$ cat src/rtl/btn_led_avalon_slave.sv
// rtl/btn_led_avalon_slave.sv - pushbutton/LED register slave with debounce, edge capture and IRQ
module btn_led_avalon_slave #(
  parameter int NUM_BTN         = 4,
  parameter int NUM_LED         = 8,
  parameter int DEBOUNCE_CYCLES = 50000
) (
  input  logic               clk,
  input  logic               reset_n,
  input  logic [1:0]         address,
  input  logic               read,
  input  logic               write,
  input  logic [31:0]        writedata,
  output logic [31:0]        readdata,
  output logic               irq,
  input  logic [NUM_BTN-1:0] pb_n,
  output logic [NUM_LED-1:0] led
);

  localparam int CNT_RAW = $clog2(DEBOUNCE_CYCLES);
  localparam int CNT_W   = (CNT_RAW < 1) ? 1 : CNT_RAW;
  localparam logic [CNT_W-1:0] CNT_LAST = CNT_W'(DEBOUNCE_CYCLES - 1);

  localparam logic [1:0] ADDR_DATA    = 2'd0;
  localparam logic [1:0] ADDR_LED     = 2'd1;
  localparam logic [1:0] ADDR_IRQMASK = 2'd2;
  localparam logic [1:0] ADDR_EDGECAP = 2'd3;

  logic [NUM_BTN-1:0] sync_meta;
  logic [NUM_BTN-1:0] sync_q;
  logic [NUM_BTN-1:0] db_q;
  logic [NUM_BTN-1:0] db_prev;
  logic [CNT_W-1:0]   cnt_q [NUM_BTN];
  logic [NUM_BTN-1:0] press;

  logic [NUM_LED-1:0] led_reg;
  logic [NUM_BTN-1:0] mask_q;
  logic [NUM_BTN-1:0] edge_q;
  logic [NUM_BTN-1:0] edge_nxt;
  logic [31:0]        rd_mux;

  logic wr_led;
  logic wr_mask;
  logic wr_edge;
  logic unused_wdata;

  assign unused_wdata = ^writedata;

  always_ff @(posedge clk or negedge reset_n) begin
    if (!reset_n) begin
      sync_meta <= '1;
      sync_q    <= '1;
    end else begin
      sync_meta <= pb_n;
      sync_q    <= sync_meta;
    end
  end

  // The counter only advances while the synchronized input disagrees with the
  // accepted state, so it saturates at CNT_LAST and is cleared on acceptance.
  always_ff @(posedge clk or negedge reset_n) begin
    if (!reset_n) begin
      db_q    <= '1;
      db_prev <= '1;
      for (int i = 0; i < NUM_BTN; i++) begin
        cnt_q[i] <= '0;
      end
    end else begin
      db_prev <= db_q;
      for (int i = 0; i < NUM_BTN; i++) begin
        if (sync_q[i] == db_q[i]) begin
          cnt_q[i] <= '0;
        end else if (cnt_q[i] == CNT_LAST) begin
          db_q[i]  <= sync_q[i];
          cnt_q[i] <= '0;
        end else begin
          cnt_q[i] <= cnt_q[i] + 1'b1;
        end
      end
    end
  end

  assign press = db_prev & ~db_q;

  assign wr_led  = write && (address == ADDR_LED);
  assign wr_mask = write && (address == ADDR_IRQMASK);
  assign wr_edge = write && (address == ADDR_EDGECAP);

  // Press is OR'd in after the clear so a simultaneous press keeps the bit.
  always_comb begin
    edge_nxt = edge_q;
    if (wr_edge) begin
      edge_nxt = edge_nxt & ~writedata[NUM_BTN-1:0];
    end
    edge_nxt = edge_nxt | press;
  end

  always_comb begin
    rd_mux = '0;
    case (address)
      ADDR_DATA:    rd_mux[NUM_BTN-1:0] = ~db_q;
      ADDR_LED:     rd_mux[NUM_LED-1:0] = led_reg;
      ADDR_IRQMASK: rd_mux[NUM_BTN-1:0] = mask_q;
      default:      rd_mux[NUM_BTN-1:0] = edge_q;
    endcase
  end

  always_ff @(posedge clk or negedge reset_n) begin
    if (!reset_n) begin
      led_reg  <= '0;
      mask_q   <= '0;
      edge_q   <= '0;
      readdata <= '0;
      irq      <= 1'b0;
    end else begin
      if (wr_led) begin
        led_reg <= writedata[NUM_LED-1:0];
      end
      if (wr_mask) begin
        mask_q <= writedata[NUM_BTN-1:0];
      end
      edge_q   <= edge_nxt;
      readdata <= (read && !write) ? rd_mux : '0;
      irq      <= |(edge_q & mask_q);
    end
  end

  assign led = led_reg;

endmodule

$ cat config.mk
export PLATFORM = sky130hd
export DESIGN_NAME = btn_led_avalon_slave
export DESIGN_NICKNAME = d
export VERILOG_FILES = /design/src/rtl/btn_led_avalon_slave.sv
export SDC_FILE = /design/constraint.sdc
export NUM_CORES = 1
export LEC_CHECK = 0
export CAP_MARGIN = 0
export CORE_ASPECT_RATIO = 0.9
export CORE_MARGIN = 5
export CORE_UTILIZATION = 53
export DETAILED_ROUTE_END_ITERATION = 8
export PLACE_DENSITY = 0.81
export SYNTH_ARGS = -nofsm -noshare
export SYNTH_HDL_FRONTEND = slang
export SYNTH_SLANG_ARGS = --single-unit
$ cat constraint.sdc
create_clock -name clk -period 2.1 [get_ports clk]
set_input_delay 0.42 -clock clk [delete_from_list [all_inputs] [get_ports clk]]
set_output_delay 0.42 -clock clk [all_outputs]
set_load 0.01 [all_outputs]
==> results of run 1 <==
power by group through the flow:
stage / sequential (W) / clock (W) / combinational (W)
3_3_place_gp: 0.00220 / 0 / 0.000314
5_1_grt: 0.00218 / 0.00150 / 0.000360
6_report: 0.00217 / 0.00136 / 0.000322
2_1_floorplan: 0.00221 / 0 / 0.000161
4_1_cts: 0.00217 / 0.00140 / 0.000327
3_5_place_dp: 0.00220 / 0 / 0.000325
cell type report:
class / instances / area, µm²
clock buffers: 13 / 158.9
flip-flops and latches: 105 / 2648
well taps: 122 / 152.6
multi-input cells: 324 / 1968
inverters: 20 / 75.07
clock inverters: 3 / 65.06
repair buffers: 39 / 387.9
fillers: 728 / 3546
layer usage:
metal,part of all wire,routed length [µm]
met1,0.44,3867
met2,0.50,4381
met3,0.045,397
met4,0.015,134
met5,0,0
metrics by stage:
| stage | setup slack (ns) | hold slack, ns | instance area [µm²] | power (W) |
|---|---|---|---|---|
| finish | 0.3381 | 0.002558 | 5455 | 0.003854 |
| global route | 0.1364 | 0.01679 | 5455 | 0.004040 |
| CTS | 0.3185 | 0.0005733 | 5455 | 0.003896 |
| detailed placement | 0.2094 | 0.3475 | 5231 | 0.002530 |
| global placement | 0.2382 | 0.3462 | 5231 | 0.002515 |
| floorplan | 0.6381 | 0.1244 | 4902 | 0.002371 |
layout by cell type (no fill, tap or decap), types with 11 or more instances in the layout:
cell             Yosys  layout
clkbuf_8             0      11
clkdlybuf4s50_1      0      33
conb_1               1      24
dfrtp_1             89      89
dfstp_2             16      16
inv_1               20      20
nand2_1             30      30
nand3_1             21      21
nand4_1             15      15
nor2_1              67      67
nor3_1              14      14
nor4_1              16      16
o21ai_0             17      17
xnor2_1             43      43
xor2_1              13      13
cells by family after synthesis:
| family | count (synthesis) | share of synthesized area |
|---|---|---|
| flops | 105 | 0.5498 |
| compound gates | 30 | 0.03585 |
| xor+xnor | 56 | 0.1018 |
| buf+inv | 51 | 0.05949 |
| other cells | 1 | 0.0007787 |
| simple gates | 198 | 0.2123 |
| mux | 12 | 0.02962 |
| fa+ha+maj | 4 | 0.01039 |
how the worst max path moves through the flow:
stage	to	slack, ns	cells after the start
floorplan	cnt_q[53]	0.64	6
global placement	led[6]	0.24	3
detailed placement	led[7]	0.21	3
CTS	led[2]	0.32	1
global route	cnt_q[41]	0.14	4
finish	led[2]	0.34	1
==> metrics, run 1 <==
RD Place Congestion=0.8436; Root Driver=clkbuf_8; leading area contributor after synthesis=dfrtp_1; WP data arrival=1.34 ns; hpwl dp=6365 µm; RSZ-0062 raised after global routing=no; Crit Path Class=reg2out; GRT Total Usage=0.1724; I/O pin count=83; vias in the first global route=3349; Cells after Synth=457; CTS Buffer Depth=2; flop2flop setup slack=0.37 ns; DRC Markers=0; clk_lat worst skew=0.37 ns; n_diodes=0; fin crit period=1.762 ns; synthesis-stage register bit count=105; area fraction of the dominant cell type after synthesis=0.4625; largest net degree at the start of global routing=40; dominant cell by count in the synthesized netlist=dfrtp_1; CP delay by family, top=buffers and inverters; clock sinks=105; layout cells sized above 1=0.09722; Critical Path Fanout Max=3; initial antenna violation count=0; initial DRC count=181; CTS resizes=0; Reg-to-Reg Start=cnt_q[48]; most common library cells after synthesis=dfrtp_1 (89), nor2_1 (67), xnor2_1 (43), nand2_1 (30), buf_4 (24); register area share after synthesis=0.5498; Switch Pwr=0.0008595 W; TritonCTS clock tree=yes; Final Hold Viols=0; Area growth, synth to finish=13.28%; max-cap viol count=0; per-cell routed wire length=14.03 µm; chip width=110.5 µm; die area=11100 µm²; Mean Syn Cell Area=10.54 µm²; kind of end point of the critical path=output pin; Worst path slowest cell=clkdlybuf4s50_1; synth top area cells=dfrtp_1 (46%), dfstp_2 (8.7%), xnor2_1 (7.8%), nor2_1 (5.2%), buf_4 (3.7%); Vias=3298; Port Buf Inserts=34; Synthesis Warnings=0; area of the mapped netlist=4816 µm²; Reg2Reg Depth=5; num rows=33; worst hold path type=in2async; final wirelength=8780 µm; fin nets=545; outcome=complete, no violations; clock skew=0.01736 ns; fmax=567.6 MHz; setup TNS=0 ns; Top FF cell, synth=dfrtp_1; global-route wire length before repair=15780 µm; Final Slew Violations=0; Synth async-reset ratio=1.000; dpl cells=610; M2 GR Usage=0.2966; Worst VDD drop=0.5824 mV; Sw Share=0.2230; Initial Utilization=0.5350; die extent in y=100.4 µm; period utilization=0.8390; clock share of power=0.354; post-route ant nets=0; combinational share of power=0.084; GRT Max-Usage Layer=met2; CP max stage delay=0.56 ns; Worst Setup Start Kind=flop; Leakage=2.251 nW; max reg flops=64; routing usage on met3=0.04943; CTS buffer count=9; Power Dens Cells=706.5 nW/µm²; worst path cell trace=clkdlybuf4s50_1; vias per cell=5.268; met1 Use GR=0.2114; WP data required=1.68 ns; Seq pwr share=0.562; worst slew pin tran=0.5052 ns; final design utilization=0.6061; CTS Hold Bufs=0; core box area=9001 µm²; Clock Pin Slew Worst Setup and Hold Paths=0.10 ns; Final Instance Count excl. Fillers=626; Buf/Inv on CP=1; Yosys cell types=42; Critical path origin=led[2]; Final setup viols=0; Post-synth EDFFs=0; Overflow after GRT=0; CTS H-tree depth=3; postcts setup bufs=0; Max-slew headroom=0.6622; Pint=0.002995 W; r2r endpoint=cnt_q[58]; number of iterations in the first detailed-routing pass=5
No activity file was read; power rests on OpenSTA's default activity.
==> run 2: changes to the inputs <==
- clock period: 2.1 -> 1.8 ns (I/O delays scaled with it)
==> run 2 against run 1 <==
Net effect: critical path depth stayed put; utilization is 0.68 points higher; count of clock-buffer cells in the layout is 2 lower; via count is 1.1% higher; largest power group unchanged; global-route usage is 0.47 points lower; largest cell class unchanged; clock power is 23% higher; critical endpoint unchanged; clock skew is 0.0016 ns lower; final cell count is 0.64% higher; routed wire length is 1.4% lower; total power is 19% higher; combinational power is 19% higher.
==> metrics, run 2 (synthesis results as in run 1) <==
outcome=complete, no violations (unchanged); Final Hold Viols=0 (unchanged); Buf/Inv on CP=1 (unchanged); Worst path slowest cell=clkdlybuf4s50_1 (unchanged); clock sinks=105 (unchanged); RSZ-0062 raised after global routing=no (unchanged); final wirelength=8656 µm (was 8780 µm); CP max stage delay=0.55 ns (was 0.56 ns); DRC Markers=0 (unchanged); per-cell routed wire length=13.74 µm (was 14.03 µm); CTS H-tree depth=3 (unchanged); Root Driver=clkbuf_8 (unchanged); core box area=9001 µm² (unchanged); Final setup viols=0 (unchanged); r2r endpoint=cnt_q[28] (was cnt_q[58]); CP delay by family, top=buffers and inverters (unchanged); flop2flop setup slack=0.18 ns (was 0.37 ns); largest net degree at the start of global routing=40 (unchanged); period utilization=0.9379; chip width=110.5 µm (unchanged); post-route ant nets=0 (unchanged); Tot Pwr=0.004581 W (was 0.003854 W); dpl cells=613 (was 610); Critical Path Fanout Max=3 (unchanged); postcts setup bufs=0 (unchanged); clock skew=0.01571 ns (was 0.01736 ns); I/O pin count=83 (unchanged); kind of end point of the critical path=output pin (unchanged); WP data arrival=1.33 ns (was 1.34 ns); layout cells sized above 1=0.1063 (was 0.09722); Overflow after GRT=0 (unchanged); commonest cells after routing, fill and taps aside=dfrtp_1 (89), nor2_1 (67), xnor2_1 (43) (unchanged); n_diodes=0 (unchanged); hpwl dp=6256 µm (was 6365 µm); CTS Buffer Depth=2 (unchanged); Clock Pin Slew Worst Setup and Hold Paths=0.10 ns (about the same); Reg2Reg Depth=5 (unchanged); initial DRC count=223 (was 181); Vias=3335 (was 3298); Area growth, synth to finish=14.55% (was 13.28%); DR top layer=met4 (unchanged); number of iterations in the first detailed-routing pass=5 (unchanged); worst path cell trace=clkdlybuf4s50_1 (unchanged); Critical path origin=led[2] (unchanged); fmax=592.4 MHz; Leakage=2.277 nW (was 2.251 nW); TritonCTS clock tree=yes (unchanged); critical path depth in cells=1 (unchanged); clk_lat worst skew=0.36 ns (was 0.37 ns); worst hold path type=reg2reg (was in2async); fin crit period=1.688 ns; Power Dens Cells=830.3 nW/µm² (was 706.5 nW/µm²); Reg-to-Reg Start=cnt_q[16] (was cnt_q[48]); Crit Path Class=reg2out (unchanged); M1 WL=3765 µm (was 3867 µm); RD Place Congestion=0.8650 (was 0.8436); met2 WL=4453 µm (was 4381 µm); initial antenna violation count=0 (unchanged); die area=11100 µm² (unchanged); Port Buf Inserts=34 (unchanged); fin nets=549 (was 545); metal3 WL=352 µm (was 397 µm); die extent in y=100.4 µm (unchanged); setup TNS=0 ns (unchanged); GRT Total Usage=0.1678 (was 0.1724); max reg flops=64 (unchanged); WP data required=1.44 ns (was 1.68 ns); vias per cell=5.294 (was 5.268); Worst Setup Start Kind=flop (unchanged); global-route wire length before repair=15320 µm (was 15780 µm); Final Slew Violations=0 (unchanged); max-cap viol count=0 (unchanged); most common cell after layout, fill and taps aside=dfrtp_1 (unchanged); CTS buffer count=9 (unchanged); vias in the first global route=3276 (was 3349); Final Instance Count excl. Fillers=630 (was 626); Worst Setup EP=led[2] (unchanged); num rows=33 (unchanged); Initial Utilization=0.5350 (unchanged); Worst VDD drop=0.4849 mV (was 0.5824 mV)
## run 2: cell types whose count changed in the layout (fill, tap and decap cells not counted), sizes merged
cell | previous run | this run
buf | 6 | 9
clkbuf | 13 | 11
bufinv | 2 | 3
clkinv | 1 | 2
dlygate4sd3 | 0 | 1
## run 2: final cells by class
cell class | instances | area (µm²)
Clock buffer | 11 | 131.4
Clock inverter | 5 | 103.9
Fill cell | 761 | 3485
Inverter | 20 | 75.07
Multi-Input combinational cell | 324 | 1973
Sequential cell | 105 | 2648
Tap cell | 122 | 152.6
Timing Repair Buffer | 43 | 432.9
## run 2: how the worst min path moves through the flow
stage | start | cells after the start | end | slack, ns
after floorplan | reset_n | 0 | cnt_q[0] | 0.06
after global placement | reset_n | 1 | led[4] | 0.31
after detailed placement | reset_n | 1 | led[7] | 0.32
after CTS | sync_meta[2] | 0 | sync_q[2] | 0.36
after global routing | sync_meta[2] | 0 | sync_q[2] | 0.36
final | sync_meta[2] | 0 | sync_q[2] | 0.36
## run 2: metrics by stage
step	util	cell area, µm²	setup slack (ns)	hold WS [ns]
finish	0.6129	5517	0.1118	0.3621
global route	0.6129	5517	0.04086	0.3637
CTS	0.6123	5512	0.06676	0.3613
detailed placement	0.5851	5266	0.04061	0.3153
global placement	0.5851	5266	0.06623	0.3090
floorplan	-	4902	0.3381	0.06441
## run 2: per-layer routing
layer / GRT usage / vias up
met5: 0 / -
met4: 0.05114 / 0
met3: 0.04762 / 9
met2: 0.2859 / 62
met1: 0.2102 / 1655
li1: - / 1609
## run 2: what timing repair did
| item | in CTS | in global routing |
|---|---|---|
| setup endpoints to repair | 0 | 30 |
| endpoints found under the hold margin | 26 | 0 |
| resized for setup | 0 | 2 |
| hold buffers | 1 | 0 |
## run 2: power breakdown
part	switching [W]	internal [W]
clock	0.000741	0.000925
combinational	0.000196	0.000187
sequential	0.0000740	0.00246
total	0.00101	0.00357
==> run 3: changes to the inputs <==
- CTS_CLUSTER_SIZE: not set -> 30
- PLACE_DENSITY: 0.81 -> 0.8
==> run 3 against run 2 <==
Net effect: sequential power barely moved; via count fell by 0.39%; worst hold slack got worse by 0.0045 ns; global-route usage fell by 0.42 points; largest power group unchanged; highest routed layer unchanged.
==> metrics, run 3 (synthesis results as in run 1) <==
outcome=complete, no violations (unchanged); CTS H-tree depth=3 (unchanged); Buf/Inv on CP=1 (unchanged); initial antenna violation count=0 (unchanged); per-cell routed wire length=13.54 µm (was 13.74 µm); Multi-input gate area=1973 µm² (unchanged); period utilization=0.9322 (was 0.9379); n_diodes=0 (unchanged); flop2flop setup slack=0.18 ns (about the same); Fill cells=732 (was 761); Critical Path Fanout Max=3 (unchanged); Power Dens Cells=756.9 nW/µm² (was 830.3 nW/µm²); Leakage=2.237 nW (was 2.277 nW); commonest cells after routing, fill and taps aside=dfrtp_1 (89), nor2_1 (67), xnor2_1 (43) (unchanged); setup TNS=0 ns (unchanged); core box area=9001 µm² (unchanged); Crit Path Class=reg2out (unchanged); clock skew=0.01032 ns (was 0.01571 ns); fmax=596.0 MHz (was 592.4 MHz); clk_lat worst skew=0.37 ns (was 0.36 ns); TritonCTS clock tree=yes (unchanged); final wirelength=8517 µm (was 8656 µm); Worst Setup Start Kind=flop (unchanged); CTS Buffer Depth=2 (unchanged); RSZ-0062 raised after global routing=no (unchanged); DRC Markers=0 (unchanged); max-cap viol count=0 (unchanged); Vias=3322 (was 3335); Final Hold Viols=0 (unchanged); die area=11100 µm² (unchanged); vias in the first global route=3272 (was 3276); chip width=110.5 µm (unchanged); CP delay by family, top=buffers and inverters (unchanged); I/O pin count=83 (unchanged); post-route ant nets=0 (unchanged); fin nets=549 (unchanged); Worst path slowest cell=clkdlybuf4s50_1 (unchanged); WP data arrival=1.32 ns (was 1.33 ns); die extent in y=100.4 µm (unchanged); postcts setup bufs=0 (unchanged); fin crit period=1.678 ns (was 1.688 ns); initial DRC count=119 (was 223); clock sinks=105 (unchanged); worst hold path type=reg2reg (unchanged); num rows=33 (unchanged); GRT Total Usage=0.1636 (was 0.1678); kind of end point of the critical path=output pin (unchanged); CTS buffer count=9 (unchanged); Register Area=2648 µm² (unchanged); dpl cells=613 (unchanged); Final Instance Count excl. Fillers=629 (was 630); RD Place Congestion=0.8486 (was 0.8650); largest net degree at the start of global routing=41 (was 40); Worst VDD drop=0.4896 mV (was 0.4849 mV); layout cells sized above 1=0.1006 (was 0.1063); CP max stage delay=0.57 ns (was 0.55 ns); max reg flops=64 (unchanged); Clock Pin Slew Worst Setup and Hold Paths=0.08 ns (was 0.10 ns); Port Buf Inserts=34 (unchanged); WP data required=1.44 ns (about the same); Area growth, synth to finish=12.76% (was 14.55%); Initial Utilization=0.5350 (unchanged); hpwl dp=6211 µm (was 6256 µm); Final setup viols=0 (unchanged); Overflow after GRT=0 (unchanged); vias per cell=5.281 (was 5.294); Root Driver=clkbuf_8 (unchanged); Final Slew Violations=0 (unchanged); worst path cell trace=clkdlybuf4s50_1 (unchanged); most common cell after layout, fill and taps aside=dfrtp_1 (unchanged); number of iterations in the first detailed-routing pass=4 (was 5); global-route wire length before repair=15030 µm (was 15320 µm)
==> run 3: changes by cell type in the layout (fill, tap and decap cells not counted) <==
cell       delta
clkinv_4      -1
clkinv_2      +1
clkbuf_1      +2
bufinv_16     -3
==> run 3: final timing paths <==
kind,start,end,cells past startpoint
max reg2reg,cnt_q[48],cnt_q[63],4
min,sync_meta[1],sync_q[1],0
max in group asynchronous,reset_n,sync_meta[0],3
min in group asynchronous,reset_n,led[5],2
max,led[6],led[6],1
min reg2reg,sync_meta[1],sync_q[1],0
==> run 3: report_power, final <==
part | internal (W) | switching, W
clock | 0.000493 | 0.000702
combinational | 0.000187 | 0.000198
sequential | 0.00246 | 0.0000730
total | 0.00314 | 0.000974
==> run 3: what timing repair did <==
action	in CTS	in global routing
hold buffers	1	0
hold endpoints to repair	24	0
gates resized for setup	0	2
setup endpoints to repair	0	30
==> run 3: cell type report <==
class,instances,share of cell area
tap,122,0.02811
timing repair buffer,43,0.07972
clock buffer,13,0.02558
multi-input combinational,324,0.3634
clock inverter,2,0.001843
sequential,105,0.4876
inverter,20,0.01382
==> run 3: per-layer routing <==
layer,track usage,part of all wire,up-vias
li1,-,-,1606
met1,0.1983,0.44,1641
met2,0.2813,0.50,63
met3,0.05726,0.050,12
met4,0.04356,0.011,0
met5,0,0,-
==> run 3: stage by stage <==
stage          hold WS, ns  total power, W  area [µm²]    util  worst slack (ns)
6_report            0.3576        0.004110        5430  0.6033            0.1220
5_1_grt             0.3616        0.004312        5430  0.6033           0.02308
4_1_cts             0.3584        0.004160        5425  0.6027           0.06558
3_5_place_dp        0.3214        0.002962        5266  0.5851          -0.01016
3_3_place_gp        0.3174        0.002943        5266  0.5851           0.05460
2_1_floorplan      0.06441        0.002766        4902       -            0.3381
